`config.mk`:
```
export PLATFORM = sky130hd
export DESIGN_NAME = mmio_uart_tx
export DESIGN_NICKNAME = d
export VERILOG_FILES = /design/src/rtl/mmio_uart_tx_pkg.sv /design/src/rtl/mmio_uart_tx_fifo.sv /design/src/rtl/mmio_uart_tx.sv
export SDC_FILE = /design/constraint.sdc
export NUM_CORES = 1
export LEC_CHECK = 0
export BUFFER_PORTS_ARGS = -buffer_cell sky130_fd_sc_hd__buf_2
export CAP_MARGIN = 5
export CORE_MARGIN = 3
export CORE_UTILIZATION = 50
export CTS_CLUSTER_DIAMETER = 50
export DETAILED_ROUTE_END_ITERATION = 10
export PLACE_DENSITY = 0.83
export SYNTH_ARGS = -nofsm -noshare
export SYNTH_HDL_FRONTEND = slang
export SYNTH_SLANG_ARGS = --single-unit
```
`constraint.sdc`:
```
create_clock -name clk -period 2.7 [get_ports clk]
set_input_delay 0.54 -clock clk [delete_from_list [all_inputs] [get_ports clk]]
set_output_delay 0.54 -clock clk [all_outputs]
set_load 0.02 [all_outputs]
```
`src/rtl/mmio_uart_tx_pkg.sv`:
```
// Shared definitions for the memory-mapped UART transmitter: FSM states,
// register word offsets and STATUS bit positions.
package mmio_uart_tx_pkg;

  typedef enum logic [1:0] {
    ST_IDLE  = 2'd0,
    ST_START = 2'd1,
    ST_DATA  = 2'd2,
    ST_STOP  = 2'd3
  } uart_state_e;

  localparam int unsigned BAUD_W = 16;
  localparam int unsigned BYTE_W = 8;

  // Word offsets, i.e. addr[3:2]
  localparam logic [1:0] OFF_TXDATA = 2'd0;
  localparam logic [1:0] OFF_STATUS = 2'd1;
  localparam logic [1:0] OFF_BAUD   = 2'd2;
  localparam logic [1:0] OFF_RSVD   = 2'd3;

  localparam int unsigned ST_BIT_ACTIVE = 0;
  localparam int unsigned ST_BIT_FULL   = 1;
  localparam int unsigned ST_BIT_EMPTY  = 2;
  localparam int unsigned ST_BIT_OVF    = 3;
  localparam int unsigned ST_BIT_CNT    = 4;

  // A divider below 2 cannot frame a bit, so it is raised to 2.
  function automatic logic [BAUD_W-1:0] clamp_baud(input logic [BAUD_W-1:0] v);
    return (v < BAUD_W'(2)) ? BAUD_W'(2) : v;
  endfunction

endpackage

```
`src/rtl/mmio_uart_tx_fifo.sv`:
```
// Small synchronous first-word-fall-through FIFO holding bytes awaiting
// serialisation; pushes when full and pops when empty are ignored.
module mmio_uart_tx_fifo #(
  parameter int unsigned DEPTH = 4,
  parameter int unsigned DW    = 8
) (
  input  logic                     clk,
  input  logic                     rst_n,
  input  logic                     push_i,
  input  logic [DW-1:0]            wdata_i,
  input  logic                     pop_i,
  output logic [DW-1:0]            rdata_o,
  output logic                     full_o,
  output logic                     empty_o,
  output logic [$clog2(DEPTH):0]   count_o
);

  localparam int unsigned AW = $clog2(DEPTH);
  localparam int unsigned CW = AW + 1;

  logic [DW-1:0] mem_q [DEPTH];
  logic [AW-1:0] wr_ptr_q, rd_ptr_q;
  logic [CW-1:0] count_q;
  logic          do_push, do_pop;

  assign full_o  = (count_q == CW'(DEPTH));
  assign empty_o = (count_q == '0);
  assign count_o = count_q;
  assign rdata_o = mem_q[rd_ptr_q];
  assign do_push = push_i & ~full_o;
  assign do_pop  = pop_i & ~empty_o;

  always_ff @(posedge clk) begin
    if (do_push) mem_q[wr_ptr_q] <= wdata_i;
  end

  // Pointers wrap naturally because DEPTH is a power of two.
  always_ff @(posedge clk or negedge rst_n) begin
    if (!rst_n) begin
      wr_ptr_q <= '0;
      rd_ptr_q <= '0;
      count_q  <= '0;
    end else begin
      if (do_push) wr_ptr_q <= wr_ptr_q + AW'(1);
      if (do_pop)  rd_ptr_q <= rd_ptr_q + AW'(1);
      case ({do_push, do_pop})
        2'b10:   count_q <= count_q + CW'(1);
        2'b01:   count_q <= count_q - CW'(1);
        default: count_q <= count_q;
      endcase
    end
  end

endmodule

```
`src/rtl/mmio_uart_tx.sv`:
```
// Memory-mapped 8N1 UART transmitter on the core data-memory port:
// bus decode, TX/STATUS/BAUD_DIV registers, FIFO and bit-serialising FSM.
module mmio_uart_tx
  import mmio_uart_tx_pkg::*;
#(
  parameter int unsigned       WIDTH        = 32,
  parameter logic [WIDTH-1:0]  BASE_ADDR    = 32'h0000_1000,
  parameter int unsigned       CLKS_PER_BIT = 16,
  parameter int unsigned       FIFO_DEPTH   = 4
) (
  input  logic             clk,
  input  logic             rst,
  input  logic             read_en,
  input  logic             write_en,
  input  logic [WIDTH-1:0] addr,
  input  logic [WIDTH-1:0] write_data,
  output logic [WIDTH-1:0] out_data,
  output logic             hit,
  output logic             tx,
  output logic             busy
);

  localparam int unsigned CW = $clog2(FIFO_DEPTH) + 1;

  uart_state_e       state_q, state_d;
  logic [BAUD_W-1:0] baud_q, baud_d;
  logic [BAUD_W-1:0] cnt_q, cnt_d;
  logic [2:0]        bit_q, bit_d;
  logic [BYTE_W-1:0] shift_q, shift_d;
  logic              tx_q, tx_d;
  logic              ovf_q, ovf_d;

  logic [1:0]        off;
  logic              wr_hit, push_req, pop;
  logic              fifo_full, fifo_empty;
  logic [BYTE_W-1:0] fifo_rdata;
  logic [CW-1:0]     fifo_count;
  logic [WIDTH-1:0]  status_w;
  logic              unused_bits;

  assign off         = addr[3:2];
  assign hit         = (addr[WIDTH-1:4] == BASE_ADDR[WIDTH-1:4]);
  assign wr_hit      = write_en & hit;
  assign push_req    = wr_hit & (off == OFF_TXDATA);
  assign unused_bits = ^{addr[1:0], write_data[WIDTH-1:BAUD_W]};

  mmio_uart_tx_fifo #(
    .DEPTH (FIFO_DEPTH),
    .DW    (BYTE_W)
  ) u_fifo (
    .clk     (clk),
    .rst_n   (rst),
    .push_i  (push_req),
    .wdata_i (write_data[BYTE_W-1:0]),
    .pop_i   (pop),
    .rdata_o (fifo_rdata),
    .full_o  (fifo_full),
    .empty_o (fifo_empty),
    .count_o (fifo_count)
  );

  always_ff @(posedge clk or negedge rst) begin
    if (!rst) begin
      state_q <= ST_IDLE;
      baud_q  <= BAUD_W'(CLKS_PER_BIT);
      cnt_q   <= '0;
      bit_q   <= '0;
      shift_q <= '0;
      tx_q    <= 1'b1;
      ovf_q   <= 1'b0;
    end else begin
      state_q <= state_d;
      baud_q  <= baud_d;
      cnt_q   <= cnt_d;
      bit_q   <= bit_d;
      shift_q <= shift_d;
      tx_q    <= tx_d;
      ovf_q   <= ovf_d;
    end
  end

  // Each bit period reloads the counter from the divider in force at that
  // boundary, so a divider write never stretches the bit already on the line.
  always_comb begin
    state_d = state_q;
    baud_d  = baud_q;
    cnt_d   = cnt_q;
    bit_d   = bit_q;
    shift_d = shift_q;
    ovf_d   = ovf_q;
    pop     = 1'b0;

    if (wr_hit && (off == OFF_BAUD)) baud_d = clamp_baud(write_data[BAUD_W-1:0]);
    if (push_req && fifo_full) begin
      ovf_d = 1'b1;
    end else if (wr_hit && (off == OFF_STATUS) && write_data[ST_BIT_OVF]) begin
      ovf_d = 1'b0;
    end

    case (state_q)
      ST_IDLE: begin
        if (!fifo_empty) begin
          state_d = ST_START;
          pop     = 1'b1;
          shift_d = fifo_rdata;
          cnt_d   = baud_q - BAUD_W'(1);
        end
      end
      ST_START: begin
        if (cnt_q == '0) begin
          state_d = ST_DATA;
          bit_d   = '0;
          cnt_d   = baud_q - BAUD_W'(1);
        end else begin
          cnt_d = cnt_q - BAUD_W'(1);
        end
      end
      ST_DATA: begin
        if (cnt_q == '0) begin
          cnt_d = baud_q - BAUD_W'(1);
          if (bit_q == 3'd7) begin
            state_d = ST_STOP;
          end else begin
            bit_d   = bit_q + 3'd1;
            shift_d = {1'b0, shift_q[BYTE_W-1:1]};
          end
        end else begin
          cnt_d = cnt_q - BAUD_W'(1);
        end
      end
      ST_STOP: begin
        if (cnt_q == '0) begin
          if (!fifo_empty) begin
            state_d = ST_START;
            pop     = 1'b1;
            shift_d = fifo_rdata;
            cnt_d   = baud_q - BAUD_W'(1);
          end else begin
            state_d = ST_IDLE;
          end
        end else begin
          cnt_d = cnt_q - BAUD_W'(1);
        end
      end
      default: state_d = ST_IDLE;
    endcase

    case (state_d)
      ST_START: tx_d = 1'b0;
      ST_DATA:  tx_d = shift_d[0];
      default:  tx_d = 1'b1;
    endcase
  end

  // Load data path: a pure decode of the bus inputs and current registers.
  always_comb begin
    status_w                     = '0;
    status_w[ST_BIT_ACTIVE]      = (state_q != ST_IDLE);
    status_w[ST_BIT_FULL]        = fifo_full;
    status_w[ST_BIT_EMPTY]       = fifo_empty;
    status_w[ST_BIT_OVF]         = ovf_q;
    status_w[ST_BIT_CNT +: 4]    = 4'(fifo_count);
    out_data                     = '0;
    if (read_en && hit) begin
      case (off)
        OFF_STATUS: out_data = status_w;
        OFF_BAUD:   out_data = WIDTH'(baud_q);
        OFF_RSVD:   out_data = '0;
        default:    out_data = '0;
      endcase
    end
  end

  assign tx   = tx_q;
  assign busy = (state_q != ST_IDLE) | ~fifo_empty;

endmodule

```
==> results of run 1 <==
==> layout by cell type (no fill, tap or decap), drive strengths merged, types with 7 or more instances in the layout <==
cell type and n:
nand2 32, o211ai 8, edfxtp 32, a22o 9
nand3 12, o21ai 22, mux4 8, a21oi 13
conb 16, nor3 15, nand4 7, mux2 16
dfrtp 52, ha 19, clkbuf 9, mux2i 8
xor2 12, and2 18, xnor2 13, buf 89
a22oi 7, nor4 15, nor2 47, inv 25
==> stage by stage <==
step | setup TNS (ns) | utilization [%] | hold WS [ns] | std cells | cell area, um2
final | 0 | 59.5 | 0.293 | 704 | 5890
after global routing | -0.0861 | 59.5 | 0.362 | 704 | 5890
after global placement | 0 | 57.1 | 0.484 | 688 | 5660
after floorplan | 0 | - | 0.244 | 501 | 5200
after CTS | 0 | 59.2 | 0.319 | 704 | 5860
after detailed placement | 0 | 57.1 | 0.491 | 688 | 5660
==> cells by family after synthesis <==
group / synth area share [%]
multiplexers: 8.56
buffers and inverters: 5.59
flip-flops: 45.0
XOR/XNOR: 4.26
AO/OA/AOI/OAI: 12.7
AND/OR/NAND/NOR: 18.8
other: 0.0729
adder cells (fa/ha/maj): 5.01
==> final cells by class <==
cell class / count / area (um2) / share of cell area [%]
multi-input combinational: 360 / 2630 / 44.7
sequential: 86 / 2310 / 39.3
timing repair buffer: 89 / 498 / 8.45
tap: 133 / 166 / 2.82
clock buffer: 9 / 124 / 2.10
clock inverter: 7 / 81.3 / 1.38
inverter: 20 / 75.1 / 1.27
==> flip-flops by register name (all words and copies together) (netlist names) <==
name,count
tx,1
u_fifo.count_o,3
ovf_q,1
u_fifo.rd_ptr_q,2
u_fifo.wr_ptr_q,2
cnt_q,16
u_fifo.mem_q,32
state_q,2
bit_q,3
baud_q,16
shift_q,8
==> timing repair <==
item,in CTS,in global routing
resized for setup,0,6
buffers inserted,0,0
setup endpoints to repair,0,9
==> worst max-delay path by stage <==
| stage | start | endpoint | slack [ns] | depth (start not counted) |
|---|---|---|---|---|
| final | cnt_q[1] | u_fifo.count_o[2] | 0.05 | 11 |
| after global routing | cnt_q[1] | u_fifo.count_o[2] | -0.09 | 11 |
| after CTS | cnt_q[1] | u_fifo.count_o[2] | 0.02 | 11 |
| after detailed placement | addr[5] | u_fifo.count_o[2] | 0.007 | 13 |
| after global placement | addr[5] | u_fifo.count_o[2] | 0.12 | 13 |
| after floorplan | addr[13] | u_fifo.count_o[2] | 0.001 | 13 |
==> metal layers <==
layer	wire, um	up-vias	track usage, %
met5	0	-	0
met4	318	0	8.93
met3	875	31	4.02
met2	6200	203	38.3
met1	5080	2023	28.5
li1	-	1915	-
==> power breakdown <==
group          switching [mW]  internal, mW
registers              0.0831          1.46
logic                   0.731         0.527
clock network           0.567         0.373
==> flow_metrics.py, run 1 <==
metrics = {
    "detailed_routing": {
        "via_per_inst": 5.93,
        "post_drt_wl_per_cell_um": 17.7,
        "vias": 4172,
        "wl_mm": 12.5,
        "antenna_left": 0,
        "drtPass1Iterations": 5,
        "post-route-drc-count": 0,
        "drtIter0Drc": 262,
    },
    "global_route": {
        "grt_max_degree": 55,
        "antenna_found_initial": 0,
        "track_usage_pct": 22.5,
        "grt_remaining_overflow": 0,
        "grt_pass1_vias": 4215,
        "grt_pass1_wl_mm": 20.5,
    },
    "worst_setup_path": {
        "r2r_start": "cnt_q[1]",
        "worstSetupPathType": "reg2reg",
        "path_buf_inv": 2,
        "crit_arrival_ns": 2.93,
        "cp.required_ns": 2.98,
        "cp_slowest_stage_delay_ns": 0.42,
        "cp-start-kind": "flop",
        "slowest_stage": "dfrtp_1",
        "reg2reg_depth": 11,
        "r2r_slack_ns": 0.05,
        "crit_path_cell_trace": "inv_1 -> ha_1 -> nor4bb_4 -> a41oi_2 -> nor3_2 -> ha_2 -> inv_1 -> fa_1 -> xor2_1 -> nor2_1 -> xor2_1",
        "crit_fanout": 4,
        "critical_path.top_delay_family": "adder cells",
        "endpoint_kind": "flop",
        "r2r-end": "u_fifo.count_o[2]",
    },
    "sta": {
        "tightest_slew_ns": 0.705,
        "hold_viol_final": 0,
        "min_period_over_period_pct": 98.0,
        "period_minus_slack_ns": 2.65,
        "relSlewSlack_pct": 53.0,
        "fmax_mhz": 378,
        "finalMaxSlewViolations": 0,
        "worst_slack_ns": 0.0528,
        "fin_skew_ns": 0.0111,
        "finalSetupViolations": 0,
    },
    "cts": {
        "postCtsHoldBufs": 0,
        "cts_tree": "built",
        "clockBufferDepth": 2,
        "clock_sinks": 86,
        "clk_pin_slew_worst_paths_ns": 0.10,
        "htree_levels": 3,
        "insertion_delay_ns": 0.37,
        "cts-root-buf": "clkbuf_8",
        "numCtsBuffers": 9,
    },
    "placement": {
        "port_buffers": 68,
        "dp_slack_ns": 0.00704,
        "gp_congestion": 0.940,
        "dpl.hpwl_mm": 9.11,
    },
    "cells_and_area": {
        "drive_gt1_share_pct": 26.8,
        "n_fill_cell": 797,
        "fin_nets": 654,
        "antennaDiodeCount": 0,
        "area_delta_synth_final_pct": 14.6,
    },
    "synth": {
        "synth_edf_count": 32,
        "synth_area_leaders": "dfrtp_1, edfxtp_1, ha_1",
        "netlist_area_um2": 5140,
        "syn_area_per_cell_um2": 10.6,
        "ys_types": 71,
        "yosys_warnings": 0,
        "synth_common_cells": "dfrtp_1, nor2_1, edfxtp_1, nand2_1, o21ai_0",
        "ys_ff_latch": 86,
        "synth_ff_type": "dfrtp_1",
        "synth_top_area_share_pct": 25.3,
        "synth_top_area_cell": "dfrtp_1",
        "yosysSeqAreaShare_pct": 45.0,
        "yosys.cell_count.top_type": "dfrtp_1",
        "synth_cells": 486,
        "synthArstFlopShare_pct": 62.8,
    },
    "power": {
        "cellLeakagePower_nw": 2.56,
        "p_total_mw": 3.74,
        "power_density_nw_per_um2": 635,
        "vdd_drop_max_uv": 478,
    },
    "die": {
        "initial_core_util_pct": 51.9,
        "ioPinCount": 103,
        "die_width_um": 107,
        "design.core.area_um2": 9910,
        "core.rowCount": 36,
        "dieArea_um2": 11500,
        "chipHeight_um": 107,
    },
    "status": {
        "status": "finished, final reports clean",
    },
    "run": {
        "cap_violations": 0,
    },
    "min_path": {
        "hold_path.class": "in2async",
    },
}
(Power assumes the default switching activity.)
==> inputs of run 2 (changes only) <==
--- a/config.mk
+++ b/config.mk
@@ -8,10 +8,10 @@
 export BUFFER_PORTS_ARGS = -buffer_cell sky130_fd_sc_hd__buf_2
 export CAP_MARGIN = 5
 export CORE_MARGIN = 3
-export CORE_UTILIZATION = 50
+export CORE_UTILIZATION = 56
 export CTS_CLUSTER_DIAMETER = 50
 export DETAILED_ROUTE_END_ITERATION = 10
-export PLACE_DENSITY = 0.83
+export PLACE_DENSITY = 0.88
 export SYNTH_ARGS = -nofsm -noshare
 export SYNTH_HDL_FRONTEND = slang
 export SYNTH_SLANG_ARGS = --single-unit
==> constraint.sdc (replaced) <==
create_clock -name clk -period 3 [get_ports clk]
set_input_delay 0.6 -clock clk [delete_from_list [all_inputs] [get_ports clk]]
set_output_delay 0.6 -clock clk [all_outputs]
set_load 0.02 [all_outputs]
==> run 2 against run 1 <==
Compared with the run above: sequential cell count is the same; sequential power decreased by 9.7%; cell area is 1.7% lower; setup slack improved by 0.14 ns; clock power down 13%; hold slack got worse by 0.17 ns; critical path depth stayed put; combinational power is 11% lower; clock skew decreased by 0.0033 ns; via count shrank 0.58%; non-clock buffer count is 7 lower.
==> flow_metrics.py, run 2 (synthesis gave the netlist of run 1 again) <==
metrics = {
    "status": {
        "status": "finished, final reports clean",
    },
    "placement": {
        "dpl.hpwl_mm": 9.45,
        "dp_slack_ns": 0.124,
        "port_buffers": 68,
        "gp_congestion": 0.928,
    },
    "cells_and_area": {
        "area_delta_synth_final_pct": 12.6,
        "antennaDiodeCount": 0,
        "layout_common_cells": "buf_2, dfrtp_1, nor2_1",
        "final_common_cell": "buf_2",
        "largest_reg_flops": 32,
        "regMostFlops": "u_fifo.mem_q",
        "top_regs": "u_fifo.mem_q x32, baud_q x16, cnt_q x16",
        "fin_nets": 647,
        "drive_gt1_share_pct": 25.2,
    },
    "worst_setup_path": {
        "worstSetupPathType": "reg2reg",
        "endpoint_kind": "flop",
        "crit_fanout": 5,
        "crit_path_cell_trace": "inv_1 -> ha_2 -> nor4bb_4 -> a41oi_1 -> nor3_2 -> ha_1 -> inv_1 -> fa_1 -> xor2_1 -> nor2_1 -> xor2_1",
        "cp-start-kind": "flop",
        "cp.depth": 11,
        "critical_path.top_delay_family": "adder cells",
        "cp_slowest_stage_delay_ns": 0.43,
        "r2r_slack_ns": 0.19,
        "cp.required_ns": 3.30,
        "reg2reg_depth": 11,
        "slowest_stage": "dfrtp_1",
        "path_buf_inv": 2,
        "crit_arrival_ns": 3.11,
    },
    "sta": {
        "tightest_slew_ns": 0.938,
        "finalMaxSlewViolations": 0,
        "finalSetupTns_ns": 0,
        "worst_slack_ns": 0.188,
        "relSlewSlack_pct": 37.4,
        "hold_viol_final": 0,
        "period_minus_slack_ns": 2.81,
        "fmax_mhz": 356,
        "fin_skew_ns": 0.00784,
        "min_period_over_period_pct": 93.7,
        "rsz0062_at_grt": "no",
        "finalSetupViolations": 0,
    },
    "cts": {
        "cts_tree": "built",
        "clk_pin_slew_worst_paths_ns": 0.10,
        "postCtsHoldBufs": 0,
        "clockBufferDepth": 2,
        "clock_sinks": 86,
        "cts-root-buf": "clkbuf_8",
        "numCtsBuffers": 9,
        "htree_levels": 3,
        "insertion_delay_ns": 0.37,
    },
    "die": {
        "initial_core_util_pct": 58.4,
        "dieArea_um2": 10400,
        "core.rowCount": 34,
        "design.core.area_um2": 8810,
        "ioPinCount": 103,
        "chipHeight_um": 102,
        "die_width_um": 102,
    },
    "min_path": {
        "hold_path.class": "in2async",
    },
    "detailed_routing": {
        "wl_mm": 12.5,
        "drtIter0Drc": 372,
        "via_per_inst": 6.17,
        "post-route-drc-count": 0,
        "antenna_left": 0,
        "vias": 4148,
        "drtPass1Iterations": 5,
        "post_drt_wl_per_cell_um": 18.6,
    },
    "run": {
        "cap_violations": 0,
    },
    "power": {
        "vdd_drop_max_uv": 411,
        "power_density_nw_per_um2": 575,
        "cellLeakagePower_nw": 2.53,
    },
    "global_route": {
        "track_usage_pct": 24.7,
        "antenna_found_initial": 0,
        "grt_pass1_vias": 4145,
        "grt_pass1_wl_mm": 20.1,
        "grt_max_degree": 25,
        "grt_remaining_overflow": 0,
    },
}
-- run 2: worst paths after layout --
check / from / to
worst max-delay path: cnt_q[0] / u_fifo.count_o[2]
worst min-delay path: rst / u_fifo.rd_ptr_q[1]
worst max register to register: cnt_q[0] / u_fifo.count_o[2]
worst min register to register: bit_q[1] / bit_q[1]
max in group asynchronous: rst / baud_q[4]
min in group clk: write_data[14] / baud_q[14]
-- run 2: through the flow --
| step | area, um2 | hold WS [ns] | power (mW) | instances | utilization, % |
|---|---|---|---|---|---|
| after floorplan | 5200 | 0.304 | 2.19 | 501 | - |
| after global routing | 5790 | 0.125 | 3.50 | 672 | 65.8 |
| after detailed placement | 5570 | 0.491 | 2.50 | 655 | 63.2 |
| after global placement | 5570 | 0.478 | 2.44 | 655 | 63.2 |
| after CTS | 5770 | 0.118 | 3.31 | 671 | 65.5 |
| final | 5790 | 0.121 | 3.33 | 672 | 65.8 |
-- run 2: worst register-to-register path: cells and delay by family (launching register included) --
family	cells	cell delay, ns
adders and majority gates	3	0.85
xor gates and xnor gates	2	0.30
DFF	1	0.43
and+or+nand+nor	3	0.78
AOI/OAI and AO/OA	1	0.22
buffers and inverters	2	0.17
-- run 2: cell type report --
| type | instances | area, um2 |
|---|---|---|
| Tap cell | 108 | 135 |
| Inverter | 20 | 75.1 |
| Timing Repair Buffer | 82 | 445 |
| Clock buffer | 9 | 124 |
| Fill cell | 628 | 3010 |
| Clock inverter | 7 | 78.8 |
| Sequential cell | 86 | 2310 |
| Multi-Input combinational cell | 360 | 2620 |
-- run 2: timing repair --
action,CTS,global route
resized for setup,0,3
setup buffers,0,1
setup endpoints to repair,0,1
-- run 2: power by group --
group	internal, mW	leakage (nW)	switching (mW)	total, mW
Combinational	0.452	1.42	0.666	1.12
Sequential	1.32	1.00	0.0797	1.40
Clock	0.329	0.102	0.490	0.819
Total	2.10	2.53	1.24	3.33
-- run 2: per-layer routing --
layer  vias to the layer above  share of wire [%]  track usage (%)  wire length [um]
li1                       1898                  -                -                 -
met1                      2002                 41             32.1              5080
met2                       221                 50             42.2              6280
met3                        27                7.3             4.78               912
met4                         0                2.0             7.57               248
met5                         -                  0                0                 0
==> inputs of run 3 (changes only) <==
--- a/config.mk
+++ b/config.mk
@@ -11,6 +11,7 @@
 export CORE_UTILIZATION = 56
 export CTS_CLUSTER_DIAMETER = 50
 export DETAILED_ROUTE_END_ITERATION = 10
+export GPL_TIMING_DRIVEN = 0
 export PLACE_DENSITY = 0.88
 export SYNTH_ARGS = -nofsm -noshare
 export SYNTH_HDL_FRONTEND = slang
==> run 3 against run 2 <==
Compared with the run above: cell area increased by 3.1%; clock power rose by 15%; sequential share of layout area decreased by 1.2 points; highest routed layer unchanged.
==> flow_metrics.py, run 3 (synthesis gave the netlist of run 1 again) <==
metrics = {
    "detailed_routing": {
        "vias": 4262,
        "drtPass1Iterations": 5,
        "post_drt_wl_per_cell_um": 18.8,
        "antenna_left": 0,
        "via_per_inst": 6.15,
        "wl_mm": 13.0,
        "drtIter0Drc": 263,
        "post-route-drc-count": 0,
    },
    "global_route": {
        "grt_max_degree": 55,
        "grt_remaining_overflow": 0,
        "antenna_found_initial": 0,
        "grt_pass1_wl_mm": 20.7,
        "track_usage_pct": 25.8,
        "grt_pass1_vias": 4260,
    },
    "sta": {
        "fin_skew_ns": 0.0160,
        "finalMaxSlewViolations": 0,
        "worst_slack_ns": 0.0518,
        "hold_viol_final": 0,
        "min_period_over_period_pct": 98.3,
        "fmax_mhz": 339,
        "rsz0062_at_grt": "yes",
        "relSlewSlack_pct": 46.4,
        "finalSetupTns_ns": 0,
        "finalSetupViolations": 0,
        "tightest_slew_ns": 0.793,
        "period_minus_slack_ns": 2.95,
    },
    "run": {
        "cap_violations": 0,
    },
    "die": {
        "chipHeight_um": 102,
        "die_width_um": 102,
        "core.rowCount": 34,
        "ioPinCount": 103,
        "initial_core_util_pct": 58.4,
        "design.core.area_um2": 8810,
        "dieArea_um2": 10400,
    },
    "cts": {
        "clock_sinks": 86,
        "postCtsHoldBufs": 0,
        "clockBufferDepth": 2,
        "cts_tree": "built",
        "clk_pin_slew_worst_paths_ns": 0.09,
        "cts-root-buf": "clkbuf_8",
        "insertion_delay_ns": 0.38,
        "numCtsBuffers": 9,
        "htree_levels": 3,
        "cts_setup_buffers": 0,
    },
    "power": {
        "vdd_drop_max_uv": 435,
        "cellLeakagePower_nw": 2.62,
        "power_density_nw_per_um2": 581,
    },
    "cells_and_area": {
        "largest_reg_flops": 32,
        "antennaDiodeCount": 0,
        "stdcell_area_um2": 5970,
        "n_fill_cell": 607,
        "fin_nets": 668,
        "final_util_pct": 67.8,
        "regMostFlops": "u_fifo.mem_q",
        "area_delta_synth_final_pct": 16.1,
        "top_regs": "u_fifo.mem_q x32, baud_q x16, cnt_q x16",
        "final_common_cell": "buf_2",
        "layout_common_cells": "buf_2, dfrtp_1, nor2_1",
        "stdcell_count": 693,
        "drive_gt1_share_pct": 26.0,
    },
    "worst_setup_path": {
        "critical_path.top_delay_family": "adder cells",
        "reg2reg_depth": 10,
        "r2r-end": "u_fifo.count_o[2]",
        "cp-start-kind": "flop",
        "critPathLaunch": "state_q[0]",
        "cp.required_ns": 3.28,
        "worstSetupPathType": "reg2reg",
        "cp_slowest_stage_delay_ns": 0.48,
        "crit_path_cell_trace": "ha_1 -> nor4bb_4 -> a41oi_4 -> nor3_4 -> ha_1 -> inv_1 -> fa_1 -> xor2_1 -> nor2_1 -> xor2_1",
        "crit_arrival_ns": 3.23,
        "endpoint_kind": "flop",
        "cp-endpoint": "u_fifo.count_o[2]",
        "path_buf_inv": 1,
        "r2r_start": "state_q[0]",
        "crit_fanout": 9,
        "r2r_slack_ns": 0.05,
        "slowest_stage": "dfrtp_1",
        "cp.depth": 10,
    },
    "placement": {
        "dpl.hpwl_mm": 9.44,
        "dpl_cell_area_um2": 5680,
        "port_buffers": 68,
        "dp_slack_ns": -0.143,
        "placed_cells": 677,
        "gp_congestion": 0.985,
    },
    "status": {
        "status": "finished, final reports clean",
    },
    "min_path": {
        "hold_path.class": "in2async",
    },
}
==> run 3: worst min path at each step <==
stage / start / cells after the start / end
6_report: rst / 1 / shift_q[3]
5_1_grt: rst / 1 / shift_q[3]
4_1_cts: write_data[14] / 2 / baud_q[14]
3_5_place_dp: ovf_q / 1 / ovf_q
3_3_place_gp: ovf_q / 1 / ovf_q
2_1_floorplan: rst / 0 / baud_q[0]
==> run 3: timing repair <==
action | 4_1_cts | 5_1_grt
gates resized for setup | 4 | 4
pin swaps | 0 | 1
setup endpoints to repair | 3 | 12
==> run 3: worst register-to-register path: cells and delay by family, from the launching register on <==
family                     cells  cell delay [ns]
adders and majority gates      3             0.96
xor gates and xnor gates       2             0.33
buffers and inverters          1             0.07
AOI/OAI and AO/OA              1             0.26
DFF                            1             0.48
and+or+nand+nor                3             0.76
==> run 3: area by class of cell <==
cell class,count,area (um2),area share (%)
multi-input combinational,360,2650,44.4
sequential,86,2310,38.8
timing repair buffer,69,360,6.03
buffer,34,209,3.50
tap,108,135,2.26
clock buffer,9,124,2.07
clock inverter,7,103,1.72
inverter,20,75.1,1.26
==> run 3: report_power, final <==
group	total [mW]	switching, mW	internal, mW	leakage [nW]
Sequential	1.39	0.0780	1.32	1.00
Combinational	1.14	0.684	0.452	1.50
Clock	0.941	0.459	0.482	0.113
==> run 3: metal layers <==
layer | GRT usage, % | vias to the layer above | routed length (um)
met5 | 0 | - | 0
met4 | 10.5 | 0 | 456
met3 | 5.87 | 49 | 1150
met2 | 42.6 | 263 | 6400
met1 | 33.1 | 2011 | 5000
li1 | - | 1939 | -
==> run 3: metrics by stage <==
step / total power [mW] / hold slack (ns)
6_report: 3.47 / 0.170
5_1_grt: 3.66 / 0.206
4_1_cts: 3.44 / 0.477
3_5_place_dp: 2.50 / 0.501
3_3_place_gp: 2.45 / 0.483
2_1_floorplan: 2.19 / 0.304
